## config.mk

```make
export PLATFORM = sky130hd
export DESIGN_NAME = mem_arbiter
export DESIGN_NICKNAME = d
export VERILOG_FILES = /design/src/rtl/mem_arb_pkg.sv /design/src/rtl/arb_starve_ctr.sv /design/src/rtl/mem_arbiter.sv
export SDC_FILE = /design/constraint.sdc
export NUM_CORES = 1
export LEC_CHECK = 0
export ABC_AREA = 1
export ABC_CLOCK_PERIOD_IN_PS = 4600
export CORE_MARGIN = 3
export CORE_UTILIZATION = 42
export CTS_CLUSTER_DIAMETER = 60
export DETAILED_ROUTE_END_ITERATION = 6
export HOLD_SLACK_MARGIN = 0.15
export PLACE_DENSITY = 0.8
export SETUP_SLACK_MARGIN = 0.2
export SYNTH_ARGS = -nofsm -noshare
export SYNTH_HDL_FRONTEND = slang
export SYNTH_SLANG_ARGS = --single-unit
```

## constraint.sdc

```tcl
create_clock -name clk -period 4.6 [get_ports clk]
set_clock_uncertainty 0.05 [all_clocks]
set_input_delay 0.92 -clock clk [delete_from_list [all_inputs] [get_ports clk]]
set_output_delay 0.92 -clock clk [all_outputs]
set_load 0.05 [all_outputs]
```

## src/rtl/mem_arb_pkg.sv

```systemverilog
// mem_arb_pkg: shared encodings and default widths for the unified-memory arbiter
// Contents:
//   state_t   - arbiter FSM states IDLE/BUSY/RESP
//   owner_t   - current bus owner OWN_I (fetch) / OWN_D (load/store)
//   DEF_AW    - default address width
//   DEF_DW    - default data width
//   STARVE_W  - width of the fetch starvation counter
package mem_arb_pkg;

    typedef enum logic [1:0] {
        IDLE,
        BUSY,
        RESP
    } state_t;

    typedef enum logic {
        OWN_I,
        OWN_D
    } owner_t;

    localparam int DEF_AW   = 16;
    localparam int DEF_DW   = 32;
    localparam int STARVE_W = 4;

endpackage

```

## src/rtl/arb_starve_ctr.sv

```systemverilog
// arb_starve_ctr: saturating count of data grants made while a fetch is waiting
// Ports:
//   clk, rst  - clock, asynchronous active-high reset
//   inc       - a data grant was made while the fetch port is requesting
//   clr       - fetch granted or fetch not requesting; clear wins over inc
//   max       - saturation value
//   at_max    - count has reached max, fetch must win the next grant
module arb_starve_ctr
    import mem_arb_pkg::*;
(
    input  logic                clk,
    input  logic                rst,
    input  logic                inc,
    input  logic                clr,
    input  logic [STARVE_W-1:0] max,
    output logic                at_max
);

    logic [STARVE_W-1:0] cnt_q;
    logic [STARVE_W-1:0] cnt_d;

    assign at_max = cnt_q >= max;
    assign cnt_d  = clr ? '0 : (inc & ~at_max) ? cnt_q + 1'b1 : cnt_q;

    always_ff @(posedge clk or posedge rst)
        if (rst) cnt_q <= '0;
        else     cnt_q <= cnt_d;

endmodule

```

## src/rtl/mem_arbiter.sv

```systemverilog
// mem_arbiter: shares one single-ported memory between instruction and data ports
// Ports:
//   clk, rst                           - clock, asynchronous active-high reset
//   imem_req/addr                      - fetch request, held until imem_ready
//   imem_data_out, imem_ready          - registered fetch data, ready level
//   dmem_req/wr/addr/data_in           - load/store request, held until dmem_ready
//   dmem_data_out, dmem_ready          - registered load data, ready level
//   mem_en/wr/addr/wdata               - registered request to the memory
//   mem_rdata, mem_done                - memory response, one-cycle done pulse
module mem_arbiter
    import mem_arb_pkg::*;
#(
    parameter int AW         = DEF_AW,
    parameter int DW         = DEF_DW,
    parameter int STARVE_MAX = 4
) (
    input  logic          clk,
    input  logic          rst,
    input  logic          imem_req,
    input  logic [AW-1:0] imem_addr,
    output logic [DW-1:0] imem_data_out,
    output logic          imem_ready,
    input  logic          dmem_req,
    input  logic          dmem_wr,
    input  logic [AW-1:0] dmem_addr,
    input  logic [DW-1:0] dmem_data_in,
    output logic [DW-1:0] dmem_data_out,
    output logic          dmem_ready,
    output logic          mem_en,
    output logic          mem_wr,
    output logic [AW-1:0] mem_addr,
    output logic [DW-1:0] mem_wdata,
    input  logic [DW-1:0] mem_rdata,
    input  logic          mem_done
);

    state_t        state_q;
    owner_t        owner_q;
    logic          mem_en_q;
    logic          mem_wr_q;
    logic [AW-1:0] mem_addr_q;
    logic [DW-1:0] mem_wdata_q;
    logic [DW-1:0] imem_data_q;
    logic [DW-1:0] dmem_data_q;
    logic          at_max;
    logic          grant_i;
    logic          grant_d;

    // Data wins unless the fetch has waited through STARVE_MAX data grants.
    assign grant_i = (state_q == IDLE) & imem_req & (~dmem_req | at_max);
    assign grant_d = (state_q == IDLE) & dmem_req & ~grant_i;

    arb_starve_ctr u_starve (
        .clk    (clk),
        .rst    (rst),
        .inc    (grant_d & imem_req),
        .clr    (grant_i | ~imem_req),
        .max    (STARVE_W'(STARVE_MAX)),
        .at_max (at_max)
    );

    always_ff @(posedge clk or posedge rst)
        if (rst) begin
            state_q     <= IDLE;
            owner_q     <= OWN_D;
            mem_en_q    <= 1'b0;
            mem_wr_q    <= 1'b0;
            mem_addr_q  <= '0;
            mem_wdata_q <= '0;
            imem_data_q <= '0;
            dmem_data_q <= '0;
        end else begin
            case (state_q)
                IDLE:
                    if (grant_i | grant_d) begin
                        state_q     <= BUSY;
                        owner_q     <= grant_i ? OWN_I : OWN_D;
                        mem_en_q    <= 1'b1;
                        mem_wr_q    <= grant_d & dmem_wr;
                        mem_addr_q  <= grant_i ? imem_addr : dmem_addr;
                        mem_wdata_q <= grant_i ? '0 : dmem_data_in;
                    end
                BUSY:
                    if (mem_done) begin
                        state_q  <= RESP;
                        mem_en_q <= 1'b0;
                        mem_wr_q <= 1'b0;
                        // Stores leave the load data register untouched.
                        if (!mem_wr_q && owner_q == OWN_I) imem_data_q <= mem_rdata;
                        if (!mem_wr_q && owner_q == OWN_D) dmem_data_q <= mem_rdata;
                    end
                // No grant in RESP, so a still-held request is not served twice.
                default: state_q <= IDLE;
            endcase
        end

    assign imem_ready    = ~imem_req | (state_q == RESP && owner_q == OWN_I);
    assign dmem_ready    = ~dmem_req | (state_q == RESP && owner_q == OWN_D);
    assign imem_data_out = imem_data_q;
    assign dmem_data_out = dmem_data_q;
    assign mem_en        = mem_en_q;
    assign mem_wr        = mem_wr_q;
    assign mem_addr      = mem_addr_q;
    assign mem_wdata     = mem_wdata_q;

endmodule

```

# Word-level counts from Yosys, hierarchy flattened
# Index checks and enable logic that the tools add are counted.
# totals
inputBits	102
regBits	121
out_inout_bits	116
# classes
reduce_logical	13
addsub	1
bitwise	17
magnitude_cmp	1
muxes	13
n_eq_ne	4
# op_table
op	count
$mux 32	1
$mux 16	1
$reduce_and 3->1	3
$mux 4	2
$and 1x1->1	7
$not 1->1	5
$or 1x1->1	5
$add 4x1->4 const B	1
$ge 4x3->1 const B	1
$logic_and 1x1->1	4
$mux 1	4
$mux 2	2
$pmux 1 s2	2
$pmux 2 s2	1
$reduce_and 2->1	2
$reduce_bool 2->1	2
$eq 2x1->1 const B	1
$eq 2x2->1 const B	1
$logic_not 2->1	1
$ne 2x1->1 const B	1
$ne 2x2->1 const B	1
$logic_not 1->1	1

# Longest topological paths before layout
# Gate-level depths: netlist of run 1.
# logic_depth
word_depth	9
mapped_depth	7
mapped_depth_nobuf	6

# Modules after synthesis
# A second synthesis of run 1 with hierarchy kept.
# unflattened
cells_unflattened	621
hier_area_um2	5277.6
# by_module_without_submodules
module	seq_area_each_um2	cells_each	area_per_inst_um2	n_inst
mem_arbiter	2929.1	572	4904.7	1
arb_starve_ctr	100.1	49	372.9	1

# Worst setup path before layout of run 1
# Ideal clock, no wire load.
# synth_timing
path_type	register to output
from	register owner_q
to	output port dmem_ready
t_arrival_ns	1.701
path_buffers	0
slack_ns	1.929
stages_incl_launch_ff	3
path_cell_list	dfstp_2 > inv_1 > o21ai_0
# synth_via
elab_chain_len	2
# synth_lines
item	line	source
start, declared	mem_arbiter.sv:38	owner_t owner_q;
start signal, assigned	mem_arbiter.sv:77	owner_q <= grant_i ? OWN_I : OWN_D;
$logic_and 1x1->1	mem_arbiter.sv:98	assign dmem_ready = ~dmem_req | (state_q == RESP && owner_q == OWN_D);
$or 1x1->1	mem_arbiter.sv:98	
end, declared	mem_arbiter.sv:28	output logic dmem_ready,
# No other way between the ends.

# Worst setup path after layout of run 1
# layout_timing
from	input port imem_req
to	output port imem_ready
# layout_via
elab_chain_len	2
# layout_lines
item	line	source
start, declared	mem_arbiter.sv:19	input logic imem_req,
$not 1->1	mem_arbiter.sv:97	assign imem_ready = ~imem_req | (state_q == RESP && owner_q == OWN_I);
$or 1x1->1	mem_arbiter.sv:97	
end, declared	mem_arbiter.sv:22	output logic imem_ready,
# No other way between the ends.

==> run summary, run 1 <==
Worst Setup End Kind = primary output
initial DRC count = 302
initial core utilization = 43.55%
final WL = 14.50 mm
TritonCTS Sinks = 121
leading cell type in the layout, fill and taps excluded = clkdlybuf4s50_1
part of the power in the clock network = 18.8%
Layout Area Growth over Synthesis = 56.20%
clk root buf = clkbuf_16
dominant cell type by area after synthesis = dfrtp_1
post-synth cell types = 20
Highest Signal Layer = met4
Pleak = 3.728 nW
Flop pwr share = 26.6%
max-slew violation count = 0
Sw Pwr = 3.332 mW
Clk Latency, worst-skew pair = 0.41 ns
Hold WC Path Type = reg2reg
Post-CTS Setup Inserts = 0
outcome = completed
Net Sw Frac = 47.94%
die area = 0.01334 sq mm
Syn Area/Cell = 9.190 sq um
CTS tree = done
crit path launch type = primary input
register area share after synthesis = 60.15%
H-tree depth = 4
clock transition at the registers of the reported paths = 0.05 ns
Met1 Wirelength = 5.907 mm
first-pass GRT wire length = 23.32 mm
vias in the first global route = 4,603
WL per Instance = 15.85 um
floorplan row count = 39
Synth Instances = 548
RSZ-0062 raised after global routing = no
die width = 115.5 um
Port Buffers = 217
share of Yosys cell area claimed by the top area cell type = 59.63%
Fin Hold WS = 0.4256 ns
met2 wire length = 7.360 mm
RePlAce Congestion = 0.8144
CP Data Arrival Time = 2.41 ns
Max-slew headroom = 24.33%
Final nets = 862
Req. time, crit path = 3.63 ns
layout cells sized above 1 = 9.585%
Syn Nets = 651
diode count = 0
CTS max path bufs = 2
Antenna Nets Post-Route = 0
Yosys reg bits = 121
DP HPWL = 10.17 mm
drt pass-1 iters = 4
via count = 4,538
Tot GR Track Use = 22.36%
synthesized area = 0.005036 sq mm
min Tclk post-route = 3.383 ns
FMAX = 295.6 MHz
critical setup path kind = in2out
Final Hold Vio Count = 0
Setup violations, final = 0
Final Cycle Share = 73.54%
Int Pwr = 3.618 mW
Gate power share = 54.5%
Core Area = 0.01156 sq mm
warnings from Yosys = 0
Tightest Pin Transition = 1.132 ns
floorplan die height = 115.5 um
CP max FO = 5
PD cells = 883.5 mW/mm^2
GRT overflow = 0
max_cap viols = 0
Synth area leaders = dfrtp_1 60%, nand2_1 14%, nand3_1 12%
peak supply drop = 457.0 uV
leading cell types in the layout, fill and taps excluded = 217 x clkdlybuf4s50_1, 188 x nand2_1, 120 x dfrtp_1
drt via density = 4.960
CTS buffer count = 17
# IOs = 218
DRC = 0
cts hold-fix bufs = 0
Setup TNS Final = 0 ns
Filler cells = 884
Post-CTS Resized = 0
largest net degree at the start of global routing = 88
routed wl met3 = 873 um
initial antenna violation count = 0
[critical path, cell delays in order]
cell and delay [ns]:
clkdlybuf4s50_1 0.50, o21ai_0 0.14, clkdlybuf4s50_1 0.86
[Yosys cell counts, drive strengths merged]
library cell and n:
a21o 1, buf 18, clkbuf 14, dfrtp 120, dfstp 1, ha 1, inv 42, nand2 188
nand3 118, nor2 5, nor3 1, o211ai 1, o21a 1, o21ai 37
[area by class of cell]
class,count,area [sq um],share of cell area (%)
flip-flops and latches,121,3029,38.51
repair buffers,224,2225,28.28
multi-input cells,353,1679,21.35
clock buffers,25,505.5,6.426
well taps,143,178.9,2.275
inverters,42,160.2,2.036
clock inverters,7,88.84,1.129
[path summary, 6_finish.rpt]
check	from	endpoint	slack, ns	cells past startpoint
setup / recovery	imem_req	imem_ready	1.22	3
hold / removal	mem_wdata[2]	mem_wdata[2]	0.43	2
setup reg to reg	state_q[0]	mem_wdata[8]	2.20	7
hold reg to reg	mem_wdata[2]	mem_wdata[2]	0.43	2
max in group asynchronous	rst	dmem_data_out[5]	2.50	3
min in group asynchronous	rst	imem_data_out[29]	1.09	2
[power groups by stage]
stage	sequential, mW	clock, mW	combinational, mW
after global routing	1.91	1.39	4.00
after floorplan	3.47	0	0.886
after global placement	1.84	0	3.75
after detailed placement	1.85	0	3.81
after CTS	1.85	1.33	3.82
final	1.85	1.31	3.79
[layer usage]
metal,track usage (%),up-vias
met4,9.468,0
met3,5.901,29
met5,0,-
li1,-,2183
met2,36.96,151
met1,27.86,2175
[stage by stage]
step | cells | cell area [sq um] | utilization (%) | power (mW) | setup WS, ns
after floorplan | 548 | 5036 | - | 4.353 | 0.4175
after global placement | 883 | 7272 | 62.88 | 5.586 | 1.309
after detailed placement | 883 | 7272 | 62.88 | 5.663 | 1.237
after CTS | 915 | 7866 | 68.02 | 7.005 | 1.258
after global routing | 915 | 7866 | 68.02 | 7.297 | 1.219
final | 915 | 7866 | 68.02 | 6.950 | 1.217
[state kept, by name, summed over array words and instances (netlist names)]
register	flops
mem_wdata	32
mem_en	1
u_starve.cnt_q	4
owner_q	1
dmem_data_out	32
state_q	2
imem_data_out	32
mem_addr	16
mem_wr	1
[cell families after synthesis]
family          after synthesis  synth area share [%]
compound gates               40                 6.211
fa+ha+maj                     1                0.2484
buf+inv                      74                 6.708
flops                       121                 60.15
simple gates                312                 26.68
No activity file was read; power rests on OpenSTA's default activity.
==> run 2, diff against run 1 <==
- ABC_CLOCK_PERIOD_IN_PS: 4600 -> 2750
- CORE_UTILIZATION: 42 -> 38
- PLACE_DENSITY: 0.8 -> 0.76
- clock period: 4.6 -> 2.75 ns (I/O delays scaled with it)
==> run summary, run 2 (synthesis gave the netlist of run 1 again) <==
# IOs = 218
WL per Instance = 15.86 um
Setup TNS Final = 0 ns
initial core utilization = 39.43%
Max-slew headroom = 57.62%
CTS tree = done
HP Start = imem_data_out[12]
final WL = 15.06 mm
TritonCTS Sinks = 121
CTS buffer count = 17
Final nets = 868
Highest Signal Layer = met4
max_cap viols = 0
via count = 4,688
CP max-delay cell = clkdlybuf4s50_1
cell family with most CP delay = buffers and inverters
PD cells = 1487 mW/mm^2
Pleak = 3.774 nW
initial antenna violation count = 0
floorplan die height = 121.1 um
initial DRC count = 404
outcome = completed
floorplan row count = 41
Tightest Pin Transition = 0.6356 ns
Antenna Nets Post-Route = 0
Filler cells = 1,029
Worst Setup End Kind = primary output
vias in the first global route = 4,846
Largest stage delay, worst path = 0.88 ns
diode count = 0
Clk Latency, worst-skew pair = 0.41 ns
Port Buffers = 217
die width = 121.1 um
final core occ = 62.87%
crit path launch type = flip-flop
Post-CTS Setup Inserts = 0
CP Data Arrival Time = 1.75 ns
max-slew violation count = 0
routed wl met3 = 990 um
DP HPWL = 10.53 mm
DRC = 0
non-filler cells, final = 950
cts hold-fix bufs = 0
critical setup path kind = reg2out
min Tclk post-route = 2.351 ns
GRT overflow = 0
Layout Area Growth over Synthesis = 59.45%
die area = 0.01467 sq mm
FMAX = 425.3 MHz
leading cell types in the layout, fill and taps excluded = 215 x clkdlybuf4s50_1, 188 x nand2_1, 120 x dfrtp_1
Core Area = 0.01277 sq mm
drt pass-1 iters = 5
Worst R2R Path Depth = 6
Post-CTS Resized = 0
CP max FO = 4
Met1 Wirelength = 6.163 mm
Placed Area = 0.007387 sq mm
layout cells sized above 1 = 10.80%
crit-path cells = clkdlybuf4s50_1
post-route cell area = 0.008030 sq mm
R2R setup slack = 1.11 ns
Req. time, crit path = 2.15 ns
Setup violations, final = 0
DP Cell Count = 918
Tot GR Track Use = 21.10%
met2 wire length = 7.487 mm
CTS max path bufs = 2
drt via density = 4.935
clk root buf = clkbuf_16
peak supply drop = 790.1 uV
H-tree depth = 4
leading cell type in the layout, fill and taps excluded = clkdlybuf4s50_1
WHS Path Cells = 2
RePlAce Congestion = 0.8469
RSZ-0062 raised after global routing = no
Hold WC Path Type = reg2reg
Worst Hold End = imem_data_out[12]
Critical path buffers and inverters = 1
worst reg2reg endpoint = mem_wdata[7]
clock transition at the registers of the reported paths = 0.06 ns
Final Hold Vio Count = 0
Final Cycle Share = 85.50%
first-pass GRT wire length = 24.34 mm
Seq. cell area = 0.003029 sq mm
largest net degree at the start of global routing = 122
area of the multi-input gates = 0.001679 sq mm
RR Startpoint = state_q[0]
Fin Hold WS = 0.4184 ns
run 2: cell types whose count changed in the layout (fill, tap and decap cells not counted), sizes merged:
cell           previous run  this run
bufinv                    2         5
clkinv                    5         4
clkinvlp                  0         5
clkbuf                   25        19
buf                       7        15
inv                      42        41
clkdlybuf4s50           217       215
run 2: layout make-up:
type | count | share of cell area (%)
inverters | 42 | 2.010
clock buffers | 19 | 5.516
multi-input cells | 353 | 20.91
well taps | 172 | 2.680
clock inverters | 13 | 2.493
flip-flops and latches | 121 | 37.72
repair buffers | 230 | 28.67
run 2: how the worst max path moves through the flow:
stage / end / depth (start not counted) / start / slack [ns]
after floorplan: dmem_ready / 2 / owner_q / 0.45
after global placement: mem_wdata[1] / 6 / dmem_req / 0.69
after detailed placement: mem_wdata[7] / 6 / dmem_req / 0.60
after CTS: mem_wr / 1 / mem_wr / 0.37
after global routing: mem_wr / 1 / mem_wr / 0.35
final: mem_wr / 1 / mem_wr / 0.40
run 2: power breakdown:
part | leakage [nW] | switching, mW | internal [mW]
Clock | 0.305 | 0.784 | 1.62
Sequential | 1.52 | 0.503 | 2.61
Combinational | 1.95 | 4.37 | 2.04
Total | 3.77 | 5.66 | 6.28
run 2: worst min-delay path: cells and delay by family (launching register included):
family / cells / cell delay, ns
flip-flops: 1 / 0.34
AND/OR/NAND/NOR: 2 / 0.10
run 2: routing by layer:
layer,track usage [%],up-vias
met4,9.278,0
met5,0,-
met1,27.06,2232
met2,34.25,223
met3,4.802,33
li1,-,2200
run 2: per-stage QoR:
step                      setup slack [ns]  total power [mW]
after floorplan                     0.4492             7.281
after global routing                0.3474             12.51
final                               0.3988             11.94
after detailed placement            0.6049             9.576
after global placement              0.6921             9.444
after CTS                           0.3719             12.03
==> run 3, diff against run 2 <==
- MAX_ROUTING_LAYER: default -> met4
==> run summary, run 3 (synthesis gave the netlist of run 1 again) <==
outcome = completed
non-filler cells, final = 950
die width = 121.1 um
CP max FO = 4
crit path launch type = flip-flop
Port Buffers = 217
clock transition at the registers of the reported paths = 0.06 ns
max_cap viols = 0
Core Area = 0.01277 sq mm
Worst Setup End Kind = primary output
PD cells = 1488 mW/mm^2
Post-CTS Resized = 0
CP max-delay cell = clkdlybuf4s50_1
DP Cell Count = 918
FMAX = 427.5 MHz
drt via density = 4.952
peak supply drop = 793.5 uV
largest net degree at the start of global routing = 122
Final Cycle Share = 85.07%
Tightest Pin Transition = 0.6731 ns
final WL = 15.16 mm
cell family with most CP delay = buffers and inverters
via count = 4,704
DP HPWL = 10.53 mm
diode count = 0
R2R setup slack = 1.11 ns
critical setup path kind = reg2out
max-slew violation count = 0
Setup TNS Final = 0 ns
min Tclk post-route = 2.339 ns
Post-CTS Setup Inserts = 0
layout cells sized above 1 = 10.80%
Largest stage delay, worst path = 0.87 ns
Layout Area Growth over Synthesis = 59.45%
vias in the first global route = 4,848
cts hold-fix bufs = 0
initial DRC count = 436
floorplan die height = 121.1 um
Final Hold Vio Count = 0
Tot GR Track Use = 21.76%
Req. time, crit path = 2.15 ns
floorplan row count = 41
GRT overflow = 0
initial antenna violation count = 0
H-tree depth = 4
Max-slew headroom = 55.12%
leading cell types in the layout, fill and taps excluded = 215 x clkdlybuf4s50_1, 188 x nand2_1, 120 x dfrtp_1
CTS tree = done
Setup violations, final = 0
first-pass GRT wire length = 24.36 mm
# IOs = 218
Fin Hold WS = 0.4191 ns
Hold WC Path Type = reg2reg
RePlAce Congestion = 0.8602
Pleak = 3.774 nW
CTS buffer count = 17
crit-path cells = clkdlybuf4s50_1
leading cell type in the layout, fill and taps excluded = clkdlybuf4s50_1
drt pass-1 iters = 5
Clk Latency, worst-skew pair = 0.41 ns
CP Data Arrival Time = 1.74 ns
WL per Instance = 15.95 um
clk root buf = clkbuf_16
CTS max path bufs = 2
initial core utilization = 39.43%
Filler cells = 1,029
RSZ-0062 raised after global routing = no
TritonCTS Sinks = 121
DRC = 0
Critical path buffers and inverters = 1
die area = 0.01467 sq mm
Antenna Nets Post-Route = 0
Final nets = 868
-- run 3: cell counts in the layout (fill, tap and decap cells not counted) --
No cell type changed its count.
-- run 3: final cells by class --
cell class | count | area [sq um] | share of cell area, %
sequential | 121 | 3029 | 37.72
multi-input combinational | 353 | 1679 | 20.91
clock buffer | 19 | 442.9 | 5.516
tap | 172 | 215.2 | 2.680
inverter | 42 | 161.4 | 2.010
timing repair buffer | 230 | 2302 | 28.67
clock inverter | 13 | 200.2 | 2.493
-- run 3: stage by stage --
stage	area [sq um]	setup slack, ns	total power [mW]	util (%)
after floorplan	5040	0.4492	7.281	-
after global placement	7387	0.6921	9.444	57.83
after detailed placement	7387	0.6049	9.576	57.83
after CTS	8030	0.3719	12.03	62.87
after global routing	8030	0.3475	12.51	62.87
final	8030	0.4107	11.95	62.87
-- run 3: final timing paths --
kind,from,to,cells past startpoint
max in group asynchronous,rst,dmem_data_out[23],3
min in group asynchronous,rst,dmem_data_out[25],3
setup reg to reg,state_q[0],mem_wdata[7],6
hold / removal,imem_data_out[12],imem_data_out[12],2
hold reg to reg,imem_data_out[12],imem_data_out[12],2
setup / recovery,mem_wr,mem_wr,1
-- run 3: layer usage --
layer | part of all wire, % | global-route usage, % | vias up
met3 | 6.4 | 4.336 | 34
met5 | 0 | - | -
met1 | 41 | 27.52 | 2263
li1 | - | - | 2198
met4 | 2.9 | 9.703 | 0
met2 | 49 | 34.11 | 209
-- run 3: report_power, final --
part,leakage [nW],switching (mW),internal (mW)
registers,1.52,0.506,2.61
logic,1.95,4.38,2.04
clock network,0.305,0.786,1.62
